[src/rtl/fetch_pc_unit.sv]
// fetch_pc_unit: IF-stage PC sequencer for the 5-stage DLX pipeline.
//
// Holds the fetch PC, issues one-outstanding instruction-memory requests,
// applies decode-stage redirects (takeBranch/outputPC) without a delay slot,
// squashes the wrong-path slot and drives the IF/ID pipeline register.
// A one-entry skid buffer keeps a response that returns while decode stalls.
//
// Ports:
//   clk                 pipeline clock, all state updates on the rising edge
//   rst_n               synchronous active-low reset
//   redirect_valid      takeBranch from the decode-stage branch unit
//   redirect_pc         outputPC from the decode-stage branch unit
//   stall_id            hazard unit: hold the IF/ID register
//   imem_req            fetch request
//   imem_addr           fetch address, word aligned
//   imem_ready          imem_rdata valid this cycle; completes the request
//   imem_rdata          fetched instruction
//   if_id_instruction   instruction to decode
//   if_id_pc_plus_four  fetch address + 4
//   if_id_valid         IF/ID holds a real instruction (0 = bubble)
module fetch_pc_unit #(
    parameter int unsigned          ADDR_W   = 32,
    parameter logic [ADDR_W-1:0]    RESET_PC = 32'h0000_0000
) (
    input  logic              clk,
    input  logic              rst_n,
    input  logic              redirect_valid,
    input  logic [ADDR_W-1:0] redirect_pc,
    input  logic              stall_id,
    output logic              imem_req,
    output logic [ADDR_W-1:0] imem_addr,
    input  logic              imem_ready,
    input  logic [31:0]       imem_rdata,
    output logic [31:0]       if_id_instruction,
    output logic [ADDR_W-1:0] if_id_pc_plus_four,
    output logic              if_id_valid
);

    typedef enum logic [1:0] {
        ST_IDLE,
        ST_FETCH,
        ST_HOLD,
        ST_DRAIN
    } state_t;

    state_t            r_state;
    logic [ADDR_W-1:0] r_pc;
    logic              r_imem_req;
    logic [ADDR_W-1:0] r_imem_addr;
    logic [31:0]       r_if_id_instruction;
    logic [ADDR_W-1:0] r_if_id_pc_plus_four;
    logic              r_if_id_valid;
    logic [31:0]       r_skid_instruction;
    logic [ADDR_W-1:0] r_skid_pc_plus_four;

    logic [ADDR_W-1:0] w_pc_plus_four;
    logic [ADDR_W-1:0] w_redirect_target;
    logic              w_take_redirect;

    // pc+4 wraps modulo 2^ADDR_W by width truncation
    assign w_pc_plus_four    = r_pc + ADDR_W'(4);
    assign w_redirect_target = redirect_pc & ~ADDR_W'(3);
    // a stalled decode stage cannot own a resolved branch, so ignore it
    assign w_take_redirect   = redirect_valid && !stall_id;

    assign imem_req           = r_imem_req;
    assign imem_addr          = r_imem_addr;
    assign if_id_instruction  = r_if_id_instruction;
    assign if_id_pc_plus_four = r_if_id_pc_plus_four;
    assign if_id_valid        = r_if_id_valid;

    // r_imem_addr tracks r_pc except in DRAIN, where it keeps the address of
    // the request still outstanding while r_pc already holds the redirect.
    always_ff @(posedge clk) begin
        if (!rst_n) begin
            r_state              <= ST_IDLE;
            r_pc                 <= RESET_PC;
            r_imem_req           <= 1'b0;
            r_imem_addr          <= RESET_PC;
            r_if_id_instruction  <= '0;
            r_if_id_pc_plus_four <= '0;
            r_if_id_valid        <= 1'b0;
            r_skid_instruction   <= '0;
            r_skid_pc_plus_four  <= '0;
        end else begin
            if (w_take_redirect) begin
                r_pc                <= w_redirect_target;
                r_if_id_valid       <= 1'b0;
                r_skid_instruction  <= '0;
                r_skid_pc_plus_four <= '0;
            end

            unique case (r_state)
                ST_IDLE: begin
                    r_state    <= ST_FETCH;
                    r_imem_req <= 1'b1;
                    if (w_take_redirect) begin
                        r_imem_addr <= w_redirect_target;
                    end else begin
                        r_imem_addr <= r_pc;
                        if (!stall_id) begin
                            r_if_id_valid <= 1'b0;
                        end
                    end
                end

                ST_FETCH: begin
                    if (w_take_redirect) begin
                        if (imem_ready) begin
                            // wrong-path data dropped, refetch at target
                            r_imem_addr <= w_redirect_target;
                        end else begin
                            r_state <= ST_DRAIN;
                        end
                    end else if (imem_ready && !stall_id) begin
                        r_if_id_instruction  <= imem_rdata;
                        r_if_id_pc_plus_four <= w_pc_plus_four;
                        r_if_id_valid        <= 1'b1;
                        r_pc                 <= w_pc_plus_four;
                        r_imem_addr          <= w_pc_plus_four;
                    end else if (imem_ready) begin
                        r_skid_instruction  <= imem_rdata;
                        r_skid_pc_plus_four <= w_pc_plus_four;
                        r_pc                <= w_pc_plus_four;
                        r_imem_addr         <= w_pc_plus_four;
                        r_imem_req          <= 1'b0;
                        r_state             <= ST_HOLD;
                    end else if (!stall_id) begin
                        r_if_id_valid <= 1'b0;
                    end
                end

                ST_HOLD: begin
                    if (w_take_redirect) begin
                        r_imem_req  <= 1'b1;
                        r_imem_addr <= w_redirect_target;
                        r_state     <= ST_FETCH;
                    end else if (!stall_id) begin
                        r_if_id_instruction  <= r_skid_instruction;
                        r_if_id_pc_plus_four <= r_skid_pc_plus_four;
                        r_if_id_valid        <= 1'b1;
                        r_imem_req           <= 1'b1;
                        r_imem_addr          <= r_pc;
                        r_state              <= ST_FETCH;
                    end
                end

                ST_DRAIN: begin
                    if (!stall_id) begin
                        r_if_id_valid <= 1'b0;
                    end
                    if (imem_ready) begin
                        // response belongs to the old path and is discarded
                        r_state     <= ST_FETCH;
                        r_imem_addr <= w_take_redirect ? w_redirect_target : r_pc;
                    end
                end

                default: begin
                    r_state    <= ST_IDLE;
                    r_imem_req <= 1'b0;
                end
            endcase
        end
    end

endmodule

[config.mk]
export PLATFORM = sky130hd
export DESIGN_NAME = fetch_pc_unit
export DESIGN_NICKNAME = d
export VERILOG_FILES = /design/src/rtl/fetch_pc_unit.sv
export SDC_FILE = /design/constraint.sdc
export NUM_CORES = 1
export LEC_CHECK = 0
export BUFFER_PORTS_ARGS = -buffer_cell sky130_fd_sc_hd__buf_2
export CORE_MARGIN = 3
export CORE_UTILIZATION = 58
export DETAILED_ROUTE_END_ITERATION = 16
export PLACE_DENSITY_LB_ADDON = 0.15
export SYNTH_ARGS = -nofsm -noshare
export SYNTH_HDL_FRONTEND = slang
export SYNTH_SLANG_ARGS = --single-unit
[constraint.sdc]
create_clock -name clk -period 3.8 [get_ports clk]
set_input_delay 0.57 -clock clk [delete_from_list [all_inputs] [get_ports clk]]
set_output_delay 0.57 -clock clk [all_outputs]
set_load 0.01 [all_outputs]
# Word-level counts from Yosys, hierarchy flattened
# Cells that the tools add are included.
dict set report totals {
  latchBits 0
  regBits 196
  memories 0
  ramBits 0
  mem_bits_ro 0
}
dict set report classes {
  n_bitwise 0
  multipliers 0
  shifts 0
  n_lt_le_gt_ge 0
  mux 56
  eq_ne 16
  add_sub_neg 1
  reduce_logical 10
  n_div 0
}
# operator n
set ops {}
lappend ops {{$mux W32} 30}
lappend ops {{$pmux W32 S2} 2}
lappend ops {{$pmux W32 S4} 1}
lappend ops {{$add A32 B3 Y32 const B} 1}
lappend ops {{$ne A3 B3 Y1 const B} 6}
lappend ops {{$reduce_and A5 Y1} 3}
lappend ops {{$mux W2} 7}
lappend ops {{$ne A2 B2 Y1 const B} 7}
lappend ops {{$mux W1} 13}
lappend ops {{$pmux W2 S4} 1}
lappend ops {{$eq A2 B2 Y1 const B} 2}
lappend ops {{$pmux W1 S4} 1}
lappend ops {{$reduce_and A4 Y1} 1}
lappend ops {{$pmux W1 S3} 1}
lappend ops {{$reduce_bool A3 Y1} 1}
lappend ops {{$eq A2 B1 Y1 const B} 1}
lappend ops {{$logic_and A1 B1 Y1} 2}
lappend ops {{$logic_not A2 Y1} 1}
lappend ops {{$reduce_bool A2 Y1} 1}
lappend ops {{$logic_not A1 Y1} 1}

# Logic depth before layout (Yosys ltp)
dict set report depth {
  ltp_word 8
  ltp_mapped 8
  depth_no_buf 6
}

# Worst setup path after synthesis
# Ideal clock, no wire load.
dict set report synth_path {
  kind {reg-to-reg}
  from {register r_pc[2]}
  to {register r_imem_addr[24] (netlist: imem_addr[24])}
  n_path_buf 1
  required_time_ns 3.705
  stages_incl_launch_ff 8
  setup_slack_ns 1.743
  period_less_slack_ns 2.057
  arrival_time_ns 1.962
  path_cell_list {dfxtp_1 > ha_1 > nand4_2 > nor4_1 > buf_2 > nand3_1 > xor2_1 > a221oi_1}
}
dict set report synth_via {
  elab_chain_len 5
}
# element line_no
set synth_rtl {}
lappend synth_rtl {{start, declared} 47} ;# logic [ADDR_W-1:0] r_pc;
lappend synth_rtl {{start signal, assigned} 87} ;# r_pc <= w_redirect_target;
lappend synth_rtl {{start signal, assigned} 119} ;# r_pc <= w_pc_plus_four;
lappend synth_rtl {{start signal, assigned} 124} ;# r_pc <= w_pc_plus_four;
lappend synth_rtl {{$add A32 B3 Y32 (*)} 61} ;# assign w_pc_plus_four = r_pc + ADDR_W'(4);
lappend synth_rtl {{$mux W32} 121} ;# end else if (imem_ready) begin
lappend synth_rtl {{$mux W32 (*)} 115} ;# end else if (imem_ready && !stall_id) begin
lappend synth_rtl {{$mux W32 (*)} 108} ;# if (w_take_redirect) begin
lappend synth_rtl {{$pmux W32 S4 (*)} 93} ;# unique case (r_state)
lappend synth_rtl {{end signal, assigned} 111} ;# r_imem_addr <= w_redirect_target;
lappend synth_rtl {{end signal, assigned} 120} ;# r_imem_addr <= w_pc_plus_four;
lappend synth_rtl {{end signal, assigned} 125} ;# r_imem_addr <= w_pc_plus_four;
lappend synth_rtl {{end, declared} 49} ;# logic [ADDR_W-1:0] r_imem_addr;
# Mark *: on every way between the ends. The rest lies on a longest branch, timed or not. The select of a mux whose other input is x is not followed.
# A chain may end at the register's enable or synchronous reset.

# Final worst setup path
dict set report layout_path {
  from {register r_pc[2]}
  to {register r_if_id_pc_plus_four[18] (netlist: if_id_pc_plus_four[18])}
}
dict set report layout_via {
  elab_chain_len 4
}
# element line_no
set layout_rtl {}
lappend layout_rtl {{$add A32 B3 Y32} 61}
lappend layout_rtl {{$mux W32} 115}
lappend layout_rtl {{$mux W32} 108}
lappend layout_rtl {{$pmux W32 S2} 93}
lappend layout_rtl {{end signal, assigned} 117} ;# r_if_id_pc_plus_four <= w_pc_plus_four;
lappend layout_rtl {{end signal, assigned} 140} ;# r_if_id_pc_plus_four <= r_skid_pc_plus_four;
lappend layout_rtl {{end, declared} 51} ;# logic [ADDR_W-1:0] r_if_id_pc_plus_four;
# No other way between the ends. The select of a mux whose other input is x is not followed.

==> impl_metrics.tcl <==
set metrics [dict create \
    fin_crit_sh_pct 70.7 \
    setup_viol_count_final 0 \
    hold_slack_ns 0.379 \
    syn_area_sq_um 9110 \
    core.rowCount 45 \
    core_area_sq_um 15300 \
    final_core_util_pct 69.2 \
    layout_setup_ws_ns 1.11 \
    outcome "complete, no violations" \
    detailedPlace.worstSlack_ns 0.999 \
    final_antenna_net_count 0 \
    drt_iter0_markers 1060 \
    seq_area_frac_synth_pct 43.1 \
    ys_types 61 \
    postCtsSetupBuffers 0 \
    syn_inst 1156 \
    max-vdd-ir-drop_mv 0.348 \
    antenna_cells 0 \
    pwr_density_cell_nw_per_um2 431 \
    power.leakage_nw 4.03 \
    syn_avg_cell_area_sq_um 7.88 \
    ctsResizeCount 0 \
    skew_ns 0.00741 \
    start_kind "flop" \
    grt_pass1_vias 8095 \
    fp.dieH_um 131 \
    setup_tns_ns 0 \
    root_buffer "clkbuf_16" \
    antenna_found_initial 0 \
    gp_congestion 0.964 \
    grt_pass1_wl_um 41700 \
    vias_per_cell 6.05 \
    grt_max_degree 101 \
    routedWlPerCell_um 17.7 \
    drc 0 \
    synth_top_family_by_area "simple AND/OR/NAND/NOR gates" \
    routed-via-count 8939 \
    grt.overflow.total 0 \
    portBuffers 164 \
    firstDrtPassIters 5 \
    finalHoldViolations 0 \
    area_growth_pct 15.9 \
    path_class "flop to flop" \
    io_pins 167 \
    cp.arrival_ns 3.05 \
    cap_violations 0 \
    worstSkewPairLatency_ns 0.44 \
    layout-drive-gt1-share_pct 19.2 \
    max_freq_mhz 372 \
    clock_sinks 196 \
    nFillCells 1340 \
    min_path_type "primary input to flop" \
    drv_slew 0 \
    clockBufferDepth 2 \
    initial_utilization_pct 59.7 \
    async_flop_share_pct 0 \
    grt_use_total_pct 29.3 \
    synth_mux_area_share_pct 0.549 \
    synth_fp_nets 1226 \
    fin_nets 1324 \
    ys_seq_elements 196 \
    rsz0062_at_grt "false" \
    cp_max_fo 11 \
    slew_headroom_pct 29.1 \
    die-area_sq_um 17200 \
    synth_edf_count 0 \
    hpwl_um 16900 \
    die_x_um 131 \
    cp_data_required_time_ns 4.17 \
    synth_compound_area_share_pct 21.6 \
    cts_tree "yes" \
    post-route-min-period_ns 2.69 \
    yosys.area_share.xor_xnor_pct 4.71 \
    drt-total-wl_um 26200 \
    synthAdderAreaFrac_pct 0.137 \
    clk_transition_reported_paths_ns 0.07 \
    yosys.area_share.simple_pct 24.8 \
    yosysWarnings 0 \
    cts_hold_buf 0 \
    htreeDepth 4 \
    worst_pin_slew_ns 1.06 \
    cts_buffers 17 \
    crit_path_end_kind "flop" \
    ys.flop_type "dfxtp_1" \
]
[layout make-up]
type                            count  area, sq um  area share, %
Multi-Input combinational cell    847         4770           45.1
Sequential cell                   196         3920           37.1
Timing Repair Buffer              186          998           9.45
Clock buffer                       20          457           4.32
Tap cell                          211          264           2.50
Clock inverter                     11          128           1.21
Inverter                            6         25.0          0.237
[cells in the mapped netlist (11+ instances only)]
cell type / number / share of area, %
and3_1: 12 / 0.82
a311oi_1: 39 / 3.7
clkbuf_1: 72 / 3.0
nand4_1: 14 / 0.96
o21ai_0: 70 / 3.8
o22ai_1: 15 / 1.0
a21oi_1: 91 / 5.0
dfxtp_1: 196 / 43
nor2_1: 96 / 4.0
a31oi_1: 13 / 0.89
nor4_1: 14 / 0.96
xor2_1: 30 / 2.9
nand3_1: 93 / 5.1
xnor2_1: 19 / 1.8
buf_2: 19 / 1.0
a211oi_1: 11 / 0.91
nand2_1: 201 / 8.3
o211ai_1: 11 / 0.91
[flip-flops by register name, summed over array words and instances, names as in the netlist]
signal and cells:
r_skid_pc_plus_four 32, imem_req 1, if_id_valid 1, imem_addr 32, if_id_pc_plus_four 32, r_pc 32, r_state 2, if_id_instruction 32
r_skid_instruction 32
[critical path: stages (launching register included)]
cell and delay, ns:
dfxtp_1 0.53, ha_1 0.34, nand4_2 0.29, nor4_1 0.34, buf_4 0.24, xor2_1 0.48
o21ai_0 0.22, a21oi_1 0.18
[per-layer routing]
metal	routed length, um	track usage, %
met5	0	0
met4	610	8.87
met3	2370	8.00
met2	11600	43.9
met1	11600	41.5
[cells in the final DEF, fill, tap and decap left out, drive strengths merged, types with 13 or more instances in the layout]
cell    instances
a21oi          91
a311oi         39
a31oi          13
buf           186
clkbuf         20
dfxtp         196
nand2         201
nand3          96
nand4          15
nor2           96
nor4           17
o21ai          70
o22ai          15
xnor2          19
xor2           30
[power breakdown]
group,switching [mW],internal (mW)
sequential,0.0804,2.14
clock,0.808,1.01
combinational,0.341,0.187
total,1.23,3.33
[cell families after synthesis]
logic type	count (synthesis)
flip-flops	196
adder cells (fa/ha/maj)	1
multiplexers	5
buffers and inverters	113
XOR/XNOR	49
AO/OA/AOI/OAI	307
AND/OR/NAND/NOR	485
[final timing paths]
kind | start | endpoint | slack [ns] | cells past startpoint
max | r_pc[2] | if_id_pc_plus_four[18] | 1.11 | 7
min | imem_rdata[20] | r_skid_instruction[20] | 0.38 | 3
max reg2reg | r_pc[2] | if_id_pc_plus_four[18] | 1.11 | 7
min reg2reg | r_skid_pc_plus_four[17] | r_skid_pc_plus_four[17] | 0.45 | 2
[through the flow]
| stage | instance area (sq um) | power, mW | std cells |
|---|---|---|---|
| final | 10600 | 4.56 | 1477 |
| after global routing | 10600 | 4.72 | 1477 |
| after CTS | 10600 | 4.56 | 1477 |
| after detailed placement | 9980 | 2.78 | 1446 |
| after global placement | 9980 | 2.77 | 1446 |
| after floorplan | 9110 | 2.57 | 1156 |
Power figures use the tool's default switching activity.
